**config.mk**
```make
export PLATFORM = sky130hd
export DESIGN_NAME = pong_sound_flat
export DESIGN_NICKNAME = d
export VERILOG_FILES = /design/src/rtl/pong_sound_if.sv /design/src/rtl/pong_sound.sv /design/src/flat_wrapper.sv
export SDC_FILE = /design/constraint.sdc
export NUM_CORES = 1
export LEC_CHECK = 0
export BUFFER_PORTS_ARGS = -buffer_cell sky130_fd_sc_hd__buf_2
export CAP_MARGIN = 20
export CORE_MARGIN = 5
export CORE_UTILIZATION = 46
export DETAILED_ROUTE_END_ITERATION = 10
export PLACE_DENSITY = 0.69
export SYNTH_ARGS = -nofsm -noshare
export SYNTH_HDL_FRONTEND = slang
export SYNTH_SLANG_ARGS = --single-unit
export TNS_END_PERCENT = 50
```
**constraint.sdc**
```tcl
create_clock -name clock -period 2.4 [get_ports clock]
set_clock_uncertainty 0.05 [all_clocks]
set_input_delay 0.36 -clock clock [delete_from_list [all_inputs] [get_ports clock]]
set_output_delay 0.36 -clock clock [all_outputs]
set_load 0.01 [all_outputs]
```
**src/rtl/pong_sound_if.sv**
```systemverilog
// Signal bundle between the pong controller/raster and the sound generator.
// Names follow the controller's existing port names.
interface pong_sound_if;
    logic [9:0] CounterX;
    logic [8:0] CounterY;
    logic       hit;
    logic [2:0] scoreLeft;
    logic [2:0] scoreRight;
    logic       speaker;
    logic       busy;
    logic [1:0] tone_id;

    modport master (
        output CounterX, CounterY, hit, scoreLeft, scoreRight,
        input  speaker, busy, tone_id
    );

    modport slave (
        input  CounterX, CounterY, hit, scoreLeft, scoreRight,
        output speaker, busy, tone_id
    );
endinterface

```
**src/rtl/pong_sound.sv**
```systemverilog
// Square-wave sound effects for pong: hit blip, score tone and a four-segment
// win jingle, with durations counted in raster frames.
//
// state | meaning
// IDLE  | silent, speaker held low
// HIT   | paddle-hit tone
// SCORE | score tone
// WIN   | win jingle, four alternating-pitch segments
module pong_sound #(
    parameter int HIT_HALF_PERIOD   = 28409,
    parameter int SCORE_HALF_PERIOD = 56818,
    parameter int HIT_FRAMES        = 3,
    parameter int SCORE_FRAMES      = 20,
    parameter int WIN_SEG_FRAMES    = 8
) (
    input  logic         clock,
    input  logic         reset_n,
    pong_sound_if.slave  bus
);

    typedef enum logic [1:0] {
        IDLE  = 2'd0,
        HIT   = 2'd1,
        SCORE = 2'd2,
        WIN   = 2'd3
    } state_t;

    localparam logic [16:0] HIT_HM1   = 17'(HIT_HALF_PERIOD - 1);
    localparam logic [16:0] SCORE_HM1 = 17'(SCORE_HALF_PERIOD - 1);
    localparam logic [7:0]  HIT_F     = 8'(HIT_FRAMES);
    localparam logic [7:0]  SCORE_F   = 8'(SCORE_FRAMES);
    localparam logic [7:0]  WIN_F     = 8'(WIN_SEG_FRAMES);

    state_t      state, state_nx, ev_state;
    logic        tick;
    logic        armed;
    logic        prev_hit;
    logic [2:0]  prev_left, prev_right;
    logic [7:0]  frames_left, frames_nx;
    logic [1:0]  seg, seg_nx;
    logic [16:0] tone_cnt, tone_nx, half_m1;
    logic        spk, spk_nx;
    logic        ev_hit, ev_score, ev_win;

    always_comb begin
        ev_hit   = armed & bus.hit & ~prev_hit;
        ev_win   = armed & (bus.scoreLeft == 3'd0) & (bus.scoreRight == 3'd0)
                 & ((prev_left == 3'd7) | (prev_right == 3'd7));
        ev_score = armed & ((bus.scoreLeft != prev_left) | (bus.scoreRight != prev_right))
                 & ~ev_win;
        ev_state = IDLE;
        if (ev_win)
            ev_state = WIN;
        else if (ev_score)
            ev_state = SCORE;
        else if (ev_hit)
            ev_state = HIT;
    end

    // Win segments alternate pitch: even segments use the hit tone.
    always_comb begin
        half_m1 = HIT_HM1;
        case (state)
            SCORE:   half_m1 = SCORE_HM1;
            WIN:     half_m1 = seg[0] ? SCORE_HM1 : HIT_HM1;
            default: half_m1 = HIT_HM1;
        endcase
    end

    // Encoding doubles as priority, so ">=" implements enter-or-restart.
    always_comb begin
        state_nx  = state;
        frames_nx = frames_left;
        seg_nx    = seg;
        tone_nx   = tone_cnt;
        spk_nx    = spk;
        if (ev_state != IDLE && ev_state >= state) begin
            state_nx = ev_state;
            seg_nx   = 2'd0;
            tone_nx  = 17'd0;
            spk_nx   = 1'b0;
            case (ev_state)
                HIT:     frames_nx = HIT_F;
                SCORE:   frames_nx = SCORE_F;
                default: frames_nx = WIN_F;
            endcase
        end else if (state == IDLE) begin
            tone_nx = 17'd0;
            spk_nx  = 1'b0;
        end else begin
            if (tone_cnt == half_m1) begin
                tone_nx = 17'd0;
                spk_nx  = ~spk;
            end else begin
                tone_nx = tone_cnt + 17'd1;
            end
            if (tick) begin
                frames_nx = frames_left - 8'd1;
                if (frames_left == 8'd1) begin
                    tone_nx = 17'd0;
                    spk_nx  = 1'b0;
                    if (state == WIN && seg != 2'd3) begin
                        seg_nx    = seg + 2'd1;
                        frames_nx = WIN_F;
                    end else begin
                        state_nx = IDLE;
                    end
                end
            end
        end
    end

    always_ff @(posedge clock or negedge reset_n) begin
        if (!reset_n) begin
            state       <= IDLE;
            tick        <= 1'b0;
            armed       <= 1'b0;
            prev_hit    <= 1'b0;
            prev_left   <= 3'd0;
            prev_right  <= 3'd0;
            frames_left <= 8'd0;
            seg         <= 2'd0;
            tone_cnt    <= 17'd0;
            spk         <= 1'b0;
        end else begin
            state       <= state_nx;
            tick        <= (bus.CounterY == 9'd500) && (bus.CounterX == 10'd0);
            armed       <= 1'b1;
            prev_hit    <= bus.hit;
            prev_left   <= bus.scoreLeft;
            prev_right  <= bus.scoreRight;
            frames_left <= frames_nx;
            seg         <= seg_nx;
            tone_cnt    <= tone_nx;
            spk         <= spk_nx;
        end
    end

    assign bus.speaker = spk;
    assign bus.busy    = (state != IDLE);
    assign bus.tone_id = state;

endmodule
```
**src/flat_wrapper.sv**
```systemverilog
// flat-port wrapper written by rule: the top's interface ports become plain ports
module pong_sound_flat 
#(
    parameter int HIT_HALF_PERIOD   = 28409,
    parameter int SCORE_HALF_PERIOD = 56818,
    parameter int HIT_FRAMES        = 3,
    parameter int SCORE_FRAMES      = 20,
    parameter int WIN_SEG_FRAMES    = 8
)
  (clock, reset_n, bus_CounterX, bus_CounterY, bus_hit, bus_scoreLeft, bus_scoreRight, bus_speaker, bus_busy, bus_tone_id);
  pong_sound_if bus_i ();
  input  logic clock;
  input  logic reset_n;
  input wire logic [$bits(bus_i.CounterX)-1:0] bus_CounterX;
  input wire logic [$bits(bus_i.CounterY)-1:0] bus_CounterY;
  input wire logic [$bits(bus_i.hit)-1:0] bus_hit;
  input wire logic [$bits(bus_i.scoreLeft)-1:0] bus_scoreLeft;
  input wire logic [$bits(bus_i.scoreRight)-1:0] bus_scoreRight;
  output wire logic [$bits(bus_i.speaker)-1:0] bus_speaker;
  output wire logic [$bits(bus_i.busy)-1:0] bus_busy;
  output wire logic [$bits(bus_i.tone_id)-1:0] bus_tone_id;
  assign bus_i.CounterX = bus_CounterX;
  assign bus_i.CounterY = bus_CounterY;
  assign bus_i.hit = bus_hit;
  assign bus_i.scoreLeft = bus_scoreLeft;
  assign bus_i.scoreRight = bus_scoreRight;
  assign bus_speaker = bus_i.speaker;
  assign bus_busy = bus_i.busy;
  assign bus_tone_id = bus_i.tone_id;
  pong_sound #(.HIT_HALF_PERIOD(HIT_HALF_PERIOD), .SCORE_HALF_PERIOD(SCORE_HALF_PERIOD), .HIT_FRAMES(HIT_FRAMES), .SCORE_FRAMES(SCORE_FRAMES), .WIN_SEG_FRAMES(WIN_SEG_FRAMES)) u_core (.clock(clock), .reset_n(reset_n), .bus(bus_i));
endmodule
```
# After elaboration in Yosys (flattened, before gate mapping)
# Index checks and enable logic that the tools add are counted.
[totals] input_bits=28 regBits=39 output_inout_bits=4
[op_classes] magnitude_cmp=1 n_addsub=3 n_eq_ne=14 bitwise=12 reduce_logical=15 mux=31
[ops] cell="two-way mux 17 bit" n=5
[ops] cell="two-way mux 8 bit" n=5
[ops] cell="case mux 17 bit (2 select lines)" n=1
[ops] cell="two-way mux 2 bit" n=12
[ops] cell="adder 17 x 1 -> 17 bit, second input constant" n=1
[ops] cell="== test 17 bit" n=1
[ops] cell="two-way mux 16 bit" n=1
[ops] cell="logical NOT 10 bit" n=1
[ops] cell="case mux 5 bit (2 select lines)" n=1
[ops] cell="nonzero test 2 bit" n=5
[ops] cell="== test 9 bit, second input constant" n=1
[ops] cell="== test 8 x 1 -> 1 bit, second input constant" n=1
[ops] cell="AND reduction 4 bit" n=2
[ops] cell="subtractor 8 x 1 -> 8 bit, second input constant" n=1
[ops] cell="AND 1 bit" n=7
[ops] cell="== test 2 bit, second input constant" n=3
[ops] cell="== test 3 bit, second input constant" n=2
[ops] cell="logical NOT 3 bit" n=2
[ops] cell="two-way mux 1 bit" n=6
[ops] cell="!= test 3 bit" n=2
[ops] cell="!= test 2 x 1 -> 1 bit, second input constant" n=2
[ops] cell="logical AND 1 bit" n=3
[ops] cell="inverter 1 bit" n=3
[ops] cell="adder 2 x 1 -> 2 bit, second input constant" n=1
[ops] cell="6 further kinds" n=7

# Longest topological paths before layout
[logic_depth] depth_word=12 ltp_mapped=10

# Least setup slack after synthesis
# Ideal clock, no wire load.
[synth_path] path_type="in2reg" start="input port bus_scoreLeft[0]" end="register u_core.tone_cnt[10]" setup_ns=0.086 t_required_ns=2.264 cell_stages=9 arrival_time_ns=2.443 slack_ns=-0.179 cell_sequence="xnor2_1 nand4_1 o41a_1 ha_1 nand2b_1 a311oi_1 nand2_1 clkbuf_1 nor3_1"
[synth_via] elab_chain_len=11
[synth_lines] item="from (decl)" line_no="flat_wrapper.sv:17" source="input wire logic [$bits(bus_i.scoreLeft)-1:0] bus_scoreLeft;"
[synth_lines] item="logical NOT 3 bit" line_no="pong_sound.sv:47" source="ev_win = armed & (bus.scoreLeft == 3'd0) & (bus.scoreRight == 3'd0)"
[synth_lines] item="AND 1 bit (2 in series)" line_no="pong_sound.sv:47"
[synth_lines] item="AND 1 bit" line_no="pong_sound.sv:48" source="& ((prev_left == 3'd7) | (prev_right == 3'd7));"
[synth_lines] item="inverter 1 bit" line_no="pong_sound.sv:50" source="& ~ev_win;"
[synth_lines] item="AND 1 bit" line_no="pong_sound.sv:50"
[synth_lines] item="two-way mux 2 bit" line_no="pong_sound.sv:54" source="else if (ev_score)"
[synth_lines] item="two-way mux 2 bit (*)" line_no="pong_sound.sv:52" source="if (ev_win)"
[synth_lines] item=">= comparator 2 bit or nonzero test 2 bit (tied branches)" line_no="pong_sound.sv:77" source="if (ev_state != IDLE && ev_state >= state) begin"
[synth_lines] item="logical AND 1 bit (*)" line_no="pong_sound.sv:77"
[synth_lines] item="two-way mux 17 bit (*)" line_no="pong_sound.sv:77"
[synth_lines] item="named net u_core.tone_nx[10]" line_no="pong_sound.sv:41" source="logic [16:0] tone_cnt, tone_nx, half_m1;"
[synth_lines] item="to (signal assigned)" line_no="pong_sound.sv:134" source="tone_cnt <= tone_nx;"
[synth_lines] item="to (decl)" line_no="pong_sound.sv:41"
# Mark *: on every way through the listed nets, which the timed path passes. The rest lies on a longest branch.
# A chain may end at the register's enable or synchronous reset.

# Worst setup path after layout
[layout_path] start="register u_core.prev_right[1]" end="register u_core.tone_cnt[15]"
[layout_via] elab_chain_len=10
[layout_lines] item="from (decl)" line_no="pong_sound.sv:38" source="logic [2:0] prev_left, prev_right;"
[layout_lines] item="from (signal assigned)" line_no="pong_sound.sv:131" source="prev_right <= bus.scoreRight;"
[layout_lines] item="== test 3 bit" line_no="pong_sound.sv:48"
[layout_lines] item="bitwise OR 1 bit" line_no="pong_sound.sv:48"
[layout_lines] item="AND 1 bit" line_no="pong_sound.sv:48"
[layout_lines] item="inverter 1 bit" line_no="pong_sound.sv:50"
[layout_lines] item="AND 1 bit" line_no="pong_sound.sv:50"
[layout_lines] item="two-way mux 2 bit" line_no="pong_sound.sv:54"
[layout_lines] item="two-way mux 2 bit (*)" line_no="pong_sound.sv:52"
[layout_lines] item=">= comparator 2 bit or nonzero test 2 bit (tied branches)" line_no="pong_sound.sv:77"
[layout_lines] item="logical AND 1 bit (*)" line_no="pong_sound.sv:77"
[layout_lines] item="two-way mux 17 bit (*)" line_no="pong_sound.sv:77"
[layout_lines] item="named net u_core.tone_nx[15]" line_no="pong_sound.sv:41"
# Marks and branches as above.

==> metrics.cfg <==
[clock_network]
clock-sinks=39
cts_tree=yes
clock-root-buffer=clkbuf_8
clk_latency_ns=0.30
cts_buffer_depth=2
cts_buffers=5
path_clk_slew_ns=0.09
ctsHtreeMaxLevel=2

[sta]
rsz0062_at_grt=yes
hold_viol_final=0
fmax_ghz=0.423
finalSetupViolations=0
drv_slew=0
worst_slew_pin_slew_ns=0.881
min_period_ns=2.36
relSlewSlack=0.412
fin_crit_sh=0.985

[setup_path]
rr_endpoint=u_core.tone_cnt[15]
path_cells=xnor2_1 -> nand4_1 -> o41a_1 -> ha_1 -> nand2b_4 -> a311oi_2 -> buf_4 -> nand2_8 -> a211oi_1
worstPathBufferInverterCount=1
crit_fanout=17
r2r_cells=9
reg2reg_from=u_core.prev_right[1]
slowest_stage=dfrtp_1
critPathTopFamily=compound AO/OA/AOI/OAI gates
cp-end-kind=register
cp_data_arrival_time_ns=2.52
cp-startpoint=u_core.prev_right[1]
r2r_slack_ns=0.04
startpoint_type=register
crit_required_ns=2.56
max_stage_delay_ns=0.40
crit_type=reg -> reg

[logic_synthesis]
synth_top_cell_area_share=0.447
synth-seq-cells=39
syn_inst=214
yosysSeqAreaShare=0.447
synth_edf_count=0
synth_cell_types=47
syn_avg_cell_area_um2=10.2
synth_top_cell_by_area=dfrtp_1
async_flop_share=1.00
ys_top_cells_by_area=dfrtp_1, xnor2_1, ha_1, nor3_1, xor2_1
syn-cell-area_um2=2180
synth_warnings=0
synth-main-ff-cell=dfrtp_1
synth_nets=251

[drt]
routed_wirelength_mm=4.71
viasPerCell=5.71
dr.pass1.iters=4
vias=1827
routedWlPerCell_um=14.7
drt_iter0_markers=110
drc_errors=0
antenna_left=0

[cells_and_area]
num-nets-final=302
seq_area_um2=976
drive_gt1_frac=0.301
antenna_cells=0
multi_input_area_um2=1270
fin_area_um2=2750
syn_to_final_growth_pct=25.7
fin_util=0.589
fillCellCount=397

[pwr]
swShare=0.322
internal-power_mw=1.26
p_leak_nw=1.13
p_per_area_nw_per_um2=679
power_mw=1.86
p_switching_uw=601
seqPwrFrac=0.418
clock_power_share=0.296
ir_worst_vdd_uv=311
comb_power_share=0.286

[global_route]
antenna_found_initial=0
grt_pass1_vias=1791
grt_max_degree=40
grt_pass1_wl_mm=7.98
grt-ovfl-total=0
grt_use_total=0.162

[floorplan]
core_area_um2=4660
start_util=0.468
die_x_um=78.9
die-height_um=78.9
dieArea_um2=6220
ios=32
rows=25

[run]
drv_cap=0

[placed_design]
gp_congestion=0.869
io_buffers=31
dpl_cell_area_um2=2510
post-dp-hpwl_mm=3.35

[outcome]
outcome=finished clean

[min_path]
hold_path.class=in -> async

## per-stage QoR
step                      setup TNS, ns  instances  hold slack, ns  worst slack, ns
after floorplan                       0        214          0.0144          0.00275
after global placement            -4.55        311           0.437           -0.248
after detailed placement          -4.75        311           0.438           -0.227
after CTS                             0        320           0.127           0.0280
after global routing             -0.938        320           0.129          -0.0839
final                                 0        320           0.124           0.0353
## cell usage in the layout, fill, tap and decap left out, types with 6 or more instances in the layout
| cell | netlist | final |
|---|---|---|
| nand3_1 | 10 | 10 |
| nor4_1 | 7 | 7 |
| buf_4 | 3 | 17 |
| inv_1 | 9 | 9 |
| xor2_1 | 6 | 6 |
| nand4_1 | 8 | 8 |
| buf_2 | 0 | 31 |
| xnor2_1 | 15 | 15 |
| nor2_1 | 11 | 10 |
| nand2_1 | 12 | 11 |
| nor3_1 | 20 | 13 |
| ha_1 | 9 | 8 |
| dfrtp_1 | 39 | 39 |
## flip-flops by register name, summed over array words and instances, names as in the netlist, 2 cells and up
register	cells
u_core.tone_cnt	17
u_core.frames_left	8
u_core.prev_left	3
u_core.prev_right	3
u_core.bus.tone_id	2
u_core.seg	2
## power groups by stage
stage	registers, mW	logic, mW	clock network (mW)
floorplan	0.789	0.274	0
global placement	0.788	0.451	0
detailed placement	0.791	0.454	0
CTS	0.778	0.476	0.571
global route	0.789	0.582	0.594
finish	0.779	0.533	0.551
## worst max-delay path by stage
stage,to,slack [ns],depth (start not counted)
2_1_floorplan,u_core.tone_cnt[10],0.003,9
3_3_place_gp,u_core.tone_cnt[16],-0.25,9
3_5_place_dp,u_core.tone_cnt[6],-0.23,9
4_1_cts,u_core.frames_left[4],0.03,8
5_1_grt,u_core.bus.speaker,-0.08,10
6_report,u_core.tone_cnt[15],0.04,9
## layer usage
metal / part of all wire / up-vias / GRT usage
li1: - / 909 / -
met1: 0.46 / 865 / 0.204
met2: 0.49 / 47 / 0.271
met3: 0.036 / 6 / 0.0363
met4: 0.014 / 0 / 0.0619
met5: 0 / - / 0
## area by class of cell
class                   instances  area share
clock inverters                 3      0.0160
well taps                      54      0.0246
repair buffers                 48       0.103
multi-input cells             162       0.464
clock buffers                   5      0.0251
inverters                       9      0.0123
flip-flops and latches         39       0.356
## logic make-up (layout without fill, tap and decap cells)
family	after synthesis	count (layout)	share of synthesized area
multiplexers	8	8	0.0390
AO/OA/AOI/OAI	26	26	0.0894
XOR/XNOR	21	21	0.0842
buffers and inverters	13	65	0.0275
other	1	1	0.00172
flip-flops	39	39	0.447
adder cells (fa/ha/maj)	9	9	0.0516
AND/OR/NAND/NOR	97	97	0.260
## timing repair
item	in CTS	in global routing
pin swaps	1	2
buffers inserted	1	0
hold buffers	0	0
gates resized for setup	2	19
setup endpoints to repair	23	27
## cell usage after synthesis (2+ instances only)
master    number
dfrtp_1       39
nor3_1        20
xnor2_1       15
nand2_1       12
nor2_1        11
nand3_1       10
ha_1           9
inv_1          9
nand4_1        8
nor4_1         7
xor2_1         6
a21oi_1        5
o21ai_0        5
mux2_2         4
mux2i_1        4
nor4b_1        4
and4_1         3
buf_4          3
nand3b_1       3
or3_1          3
a211oi_1       2
and3_1         2
nor2b_1        2
nor3b_1        2
o211ai_1       2
o21a_1         2
or4b_4         2
(Power assumes the default switching activity.)
